--- src/rtl/conv_window_mac_pkg.sv ---
// Shared helpers for conv_window_mac: width derivation, coefficient address type, clip function.
package conv_pkg;

    localparam int DEF_DATA_W = 8;
    localparam int DEF_COEF_W = 8;
    localparam int DEF_K      = 3;
    localparam int DEF_ROWS   = 3;
    localparam int MAX_W      = 64;

    function automatic int clog2(input int n);
        int r;
        r = 0;
        for (int v = n - 1; v > 0; v = v >> 1) r++;
        return r;
    endfunction

    // Sum of ROWS*K products never overflows this width.
    function automatic int acc_width(input int data_w, input int coef_w, input int taps);
        return data_w + coef_w + 1 + clog2(taps);
    endfunction

    localparam int ACC_W = acc_width(DEF_DATA_W, DEF_COEF_W, DEF_ROWS * DEF_K);

    typedef logic [clog2(DEF_ROWS * DEF_K)-1:0] coef_addr_t;

    function automatic logic signed [MAX_W-1:0] saturate(input logic signed [MAX_W-1:0] v,
                                                          input int out_w);
        logic signed [MAX_W-1:0] hi;
        logic signed [MAX_W-1:0] lo;
        hi = (MAX_W'(1) << (out_w - 1)) - MAX_W'(1);
        lo = ~hi;
        if (v > hi) return hi;
        if (v < lo) return lo;
        return v;
    endfunction

endpackage

--- src/rtl/conv_window_mac_row.sv ---
// One window row: K registered products and their combinational partial sum.
module conv_row_mac #(
    parameter int DATA_W = 8,
    parameter int COEF_W = 8,
    parameter int K      = 3,
    parameter int ACC_W  = 21
) (
    input  logic                     clk_i,
    input  logic                     rst_i,
    input  logic                     en_i,
    input  logic [K*DATA_W-1:0]      data_i,
    input  logic [K*COEF_W-1:0]      coef_i,
    output logic signed [ACC_W-1:0]  psum_o
);
    localparam int PROD_W = DATA_W + COEF_W + 1;

    logic signed [PROD_W-1:0] prod_q [K];
    logic signed [PROD_W-1:0] prod_d [K];

    // Pixels are unsigned: prepend a zero so the signed multiply keeps their magnitude.
    always_comb begin
        for (int c = 0; c < K; c++) begin
            prod_d[c] = PROD_W'($signed({1'b0, data_i[c*DATA_W +: DATA_W]}))
                      * PROD_W'($signed(coef_i[c*COEF_W +: COEF_W]));
        end
    end

    always_ff @(posedge clk_i or posedge rst_i) begin
        if (rst_i) begin
            for (int c = 0; c < K; c++) prod_q[c] <= '0;
        end else if (en_i) begin
            prod_q <= prod_d;
        end
    end

    always_comb begin
        psum_o = '0;
        for (int c = 0; c < K; c++) psum_o = psum_o + ACC_W'(prod_q[c]);
    end

endmodule

--- src/rtl/conv_window_mac.sv ---
// Streaming K x ROWS convolution MAC with valid/ready flow control and window flush.
// Define CONV_WINDOW_SAT_EN to clip results to OUT_W instead of truncating them.
module conv_window_mac
    import conv_pkg::*;
#(
    parameter int DATA_W    = 8,
    parameter int COEF_W    = 8,
    parameter int K         = 3,
    parameter int ROWS      = 3,
    parameter int OUT_SHIFT = 4,
    parameter int OUT_W     = 16
) (
    input  logic                       CLK,
    input  logic                       RESET,
    input  logic                       in_valid,
    output logic                       in_ready,
    input  logic [ROWS*DATA_W-1:0]     in_data,
    input  logic                       flush,
    input  logic                       coef_we,
    input  logic [clog2(ROWS*K)-1:0]   coef_addr,
    input  logic [COEF_W-1:0]          coef_data,
    output logic                       out_valid,
    input  logic                       out_ready,
    output logic [OUT_W-1:0]           out_data,
    output logic                       out_sat
);
    localparam int NT     = ROWS * K;
    localparam int FILL_W = clog2(K + 1);
    localparam int ACC_LW = acc_width(DATA_W, COEF_W, NT);

    // Handshake: a column transfers when in_valid && in_ready, a result when out_valid && out_ready;
    // every stage advances together whenever the output register is empty or being drained.
    logic                     en, accept, launch;
    logic [K*DATA_W-1:0]      win_q [ROWS];
    logic [K*DATA_W-1:0]      win_d [ROWS];
    logic [COEF_W-1:0]        coef_q [NT];
    logic [K*COEF_W-1:0]      coef_row [ROWS];
    logic signed [ACC_LW-1:0] psum [ROWS];
    logic signed [ACC_LW-1:0] total;
    logic [FILL_W-1:0]        fill_q, fill_d;
    logic                     tok0_q, tok1_q, out_valid_q, out_sat_q, out_sat_d;
    logic [OUT_W-1:0]         out_data_q, out_data_d;

    assign en       = ~out_valid_q | out_ready;
    assign in_ready = en;
    assign accept   = in_valid & en;
    assign launch   = accept & ~flush & (fill_q >= FILL_W'(K - 1));

    // A flush during a stall only resets the fill count: the window may still feed a pending
    // token, and K fresh columns overwrite it before the next launch anyway.
    always_comb begin
        fill_d = fill_q;
        if (flush) fill_d = accept ? FILL_W'(1) : '0;
        else if (accept && fill_q != FILL_W'(K)) fill_d = fill_q + FILL_W'(1);
        for (int r = 0; r < ROWS; r++) begin
            win_d[r] = win_q[r];
            if (flush && en)
                win_d[r] = accept ? {in_data[r*DATA_W +: DATA_W], {((K-1)*DATA_W){1'b0}}} : '0;
            else if (accept)
                win_d[r] = {in_data[r*DATA_W +: DATA_W], win_q[r][K*DATA_W-1:DATA_W]};
        end
    end

    always_comb begin
        for (int r = 0; r < ROWS; r++) begin
            coef_row[r] = '0;
            for (int c = 0; c < K; c++) coef_row[r][c*COEF_W +: COEF_W] = coef_q[r*K + c];
        end
    end

    always_ff @(posedge CLK or posedge RESET) begin
        if (RESET) begin
            for (int r = 0; r < ROWS; r++) win_q[r] <= '0;
            for (int i = 0; i < NT; i++) coef_q[i] <= '0;
            fill_q      <= '0;
            tok0_q      <= 1'b0;
            tok1_q      <= 1'b0;
            out_valid_q <= 1'b0;
            out_data_q  <= '0;
            out_sat_q   <= 1'b0;
        end else begin
            win_q  <= win_d;
            fill_q <= fill_d;
            if (coef_we && int'(coef_addr) < NT) coef_q[coef_addr] <= coef_data;
            if (en) begin
                tok0_q      <= launch;
                tok1_q      <= tok0_q;
                out_valid_q <= tok1_q;
                out_data_q  <= out_data_d;
                out_sat_q   <= out_sat_d;
            end
        end
    end

    for (genvar r = 0; r < ROWS; r++) begin : g_row
        conv_row_mac #(
            .DATA_W (DATA_W),
            .COEF_W (COEF_W),
            .K      (K),
            .ACC_W  (ACC_LW)
        ) u_row (
            .clk_i  (CLK),
            .rst_i  (RESET),
            .en_i   (en),
            .data_i (win_q[r]),
            .coef_i (coef_row[r]),
            .psum_o (psum[r])
        );
    end

`ifdef CONV_WINDOW_SAT_EN
    logic signed [MAX_W-1:0] ext, clipped;
`endif

    always_comb begin
        total = '0;
        for (int r = 0; r < ROWS; r++) total = total + psum[r];
`ifdef CONV_WINDOW_SAT_EN
        ext        = MAX_W'(total >>> OUT_SHIFT);
        clipped    = saturate(ext, OUT_W);
        out_data_d = OUT_W'(clipped);
        out_sat_d  = (clipped != ext);
`else
        out_data_d = OUT_W'(total >>> OUT_SHIFT);
        out_sat_d  = 1'b0;
`endif
    end

    assign out_valid = out_valid_q;
    assign out_data  = out_data_q;
    assign out_sat   = out_sat_q;

endmodule

--- config.mk ---
export PLATFORM = sky130hd
export DESIGN_NAME = conv_window_mac
export DESIGN_NICKNAME = d
export VERILOG_FILES = /design/src/rtl/conv_window_mac_pkg.sv /design/src/rtl/conv_window_mac_row.sv /design/src/rtl/conv_window_mac.sv
export SDC_FILE = /design/constraint.sdc
export NUM_CORES = 2
export LEC_CHECK = 0
export CAP_MARGIN = 20
export CORE_ASPECT_RATIO = 1.1
export CORE_MARGIN = 3
export CORE_UTILIZATION = 45
export CTS_BUF_LIST = sky130_fd_sc_hd__clkbuf_8
export DETAILED_ROUTE_END_ITERATION = 8
export PLACE_DENSITY_LB_ADDON = 0.1
export SYNTH_ARGS = -nofsm -noshare
export SYNTH_HDL_FRONTEND = slang
export SYNTH_HIERARCHICAL = 1
export SYNTH_SLANG_ARGS = --single-unit
--- constraint.sdc ---
create_clock -name CLK -period 6.04 [get_ports CLK]
set_input_delay 1.208 -clock CLK [delete_from_list [all_inputs] [get_ports CLK]]
set_output_delay 1.208 -clock CLK [all_outputs]
set_load 0.005 [all_outputs]
==> reports/results.tsv <==
stage	metric	value	unit
synthesis	syn_inst	3660	
worst_setup_path	cpMostUsedCell	fa_1	
drt	antenna_left	0	
worst_setup_path	worst_ep_arrival_time	5.61	ns
global_routing	gr-usage-all-layers	22.9	%
drt	drtIter0Drc	1215	
clock_tree	cts-root-buf	clkbuf_8	
cells_and_area	nFillCells	7438	
sta	tightest_slew	1.03	ns
worst_setup_path	cp-start-kind	register	
worst_setup_path	worstSetupPathDepth	17	
drt	routed_wl	93800	µm
worst_setup_path	crit_end	out_data[14]	
floorplan	die_area	0.0844	mm²
worst_setup_path	rr_endpoint	out_data[14]	
drt	wl_per_cell	19.3	µm
worst_setup_path	cp_slowest_cell	fa_1	
placed_design	io_buffers	59	
placed_design	dp_hpwl	72000	µm
sta	fin_crit	5.08	ns
synthesis	syn-cell-area	0.0364	mm²
sta	setup_viol	0	
drt	drc	0	
synthesis	syn_nets	4565	
sta	slew_viol_final	0	
clock_tree	clk_pin_slew	0.06	ns
worst_setup_path	critPathKind	register to register	
job	drv_cap	0	
worst_setup_path	end_kind	register	
floorplan	die_h	304	µm
floorplan	start_util	45.8	%
drt	via_per_inst	5.32	
clock_tree	clock-sinks	318	
sta	finalCritPeriodShare	84.1	%
floorplan	fp-row-count	108	
placed_design	place.gp.congestion	0.847	
global_routing	antenna_found_initial	6	
clock_tree	ctsHtreeMaxLevel	3	
cells_and_area	area_growth_syn_to_layout	9.05	%
clock_tree	cts_buffer_depth	3	
clock_tree	cts_buffers	66	
synthesis	syn_avg_cell_area	9.96	µm²
drt	dr.pass1.iters	5	
worst_setup_path	cp_cell_sequence	fa_1 -> ha_1 -> inv_1 -> fa_1 -> nor2b_1 -> o21ai_0 -> a21oi_1 -> o211ai_1 -> o311ai_0 -> fa_1 -> ha_1 -> a21o_1 -> a211oi_1 -> nor3_1 -> a2111oi_2 -> xor2_1 -> o21ai_1	
global_routing	gr-total-overflow	0	
clock_tree	cts_setup_buffers	0	
drt	via_count	25800	
synthesis	yosysWarningCount	6	
cells_and_area	nets	4652	
worst_setup_path	r2r_cells	17	
sta	slew-limit-headroom	30.9	%
worst_setup_path	r2r_start	g_row[1].u_row/prod_q[1]	
worst_setup_path	regToRegSetupSlack	0.96	ns
worst_setup_path	max_stage_delay	0.55	ns
floorplan	core	0.0796	mm²
worst_setup_path	path_max_fanout	8	
worst_setup_path	worst-path-buf-inv	1	
worst_setup_path	worstPathRequired	6.57	ns
global_routing	grt_pass1_wl	152000	µm
sta	fin_setup_tns	0	ns
global_routing	grt_pass1_vias	26700	
cells_and_area	drive_above_1_share	9.32	%
min_path	min_path_type	register to register	
status	status	finished clean	
worst_setup_path	critical_path.top_delay_family	adder cells	
floorplan	die_w	277	µm
clock_tree	worstSkewPairLatency	0.68	ns
floorplan	ios	61	
sta	fmax	0.197	GHz
sta	grt_setup_unrepaired	no	
clock_tree	cts_tree	done	
clock_tree	postCtsResizedCells	0	
clock_tree	hold_buffers	0	
sta	skew	0.0502	ns
global_routing	grt_max_degree	115	
sta	hold_viol	0	
worst_setup_path	critPathLaunch	g_row[1].u_row/prod_q[1]	
-- layout make-up --
type / instances / area, µm² / area share [%]
timing repair buffer: 81 / 753 / 1.90
multi-input combinational: 2709 / 26100 / 65.7
antenna: 5 / 12.5 / 0.0315
clock inverter: 37 / 320 / 0.806
sequential: 318 / 7960 / 20.0
clock buffer: 82 / 1130 / 2.84
tap: 1045 / 1310 / 3.29
inverter: 571 / 2160 / 5.43
-- cell usage in the layout (no fill, tap or decap), drive strengths merged, types with 23 or more instances in the layout --
cell type and count:
nor2 169, fa 405, inv 583, and2 358, o21a 38, a211oi 41, nor3 37, nand2b 45
nand3 39, dfrtp 318, mux2 167, xnor2 89, clkbuf 82, a22o 74, ha 458, nor2b 23
a21o 80, nand2 219, xor2 33, buf 24, clkdlybuf4s50 57, o21ai 102, a21oi 120
-- state kept, by name, indices dropped and copies added (netlist names) --
register	cells
tok1_q	1
fill_q	2
out_valid	1
out_data	16
coef_q	72
tok0_q	1
g_row.u_row/prod_q	153
win_q	72
-- routing by layer --
metal / global-route usage [%] / wire length, µm / share of wire [%] / up-vias
met5: 0 / 26 / 0.028 / -
met4: 6.59 / 1970 / 2.1 / 4
met3: 3.96 / 3890 / 4.1 / 94
met2: 36.9 / 44100 / 47 / 408
met1: 31.7 / 43800 / 47 / 12900
li1: - / - / - / 12400
-- how the worst min path moves through the flow --
stage                end   start  slack, ns  cells past startpoint
4_1_cts           tok1_q  tok1_q       0.47                      2
3_3_place_gp      tok1_q  tok1_q       0.46                      2
2_1_floorplan     tok1_q  tok1_q       0.43                      2
6_report       out_valid  tok1_q       0.47                      1
3_5_place_dp      tok1_q  tok1_q       0.46                      2
5_1_grt        out_valid  tok1_q       0.49                      1
-- stage by stage --
| stage | cell area [µm²] | hold slack, ns | setup WS [ns] | std cells | utilization, % |
|---|---|---|---|---|---|
| floorplan | 36400 | 0.430 | 0.370 | 3660 | - |
| finish | 39700 | 0.470 | 0.959 | 4848 | 49.9 |
| global route | 39700 | 0.488 | 0.504 | 4844 | 49.9 |
| global placement | 38300 | 0.458 | 0.961 | 4723 | 48.1 |
| detailed placement | 38300 | 0.457 | 0.886 | 4723 | 48.1 |
| CTS | 39700 | 0.469 | 0.884 | 4842 | 49.9 |
Power is not shown: default switching activity piles up to over one toggle a cycle in this logic, so the estimate is an artifact.
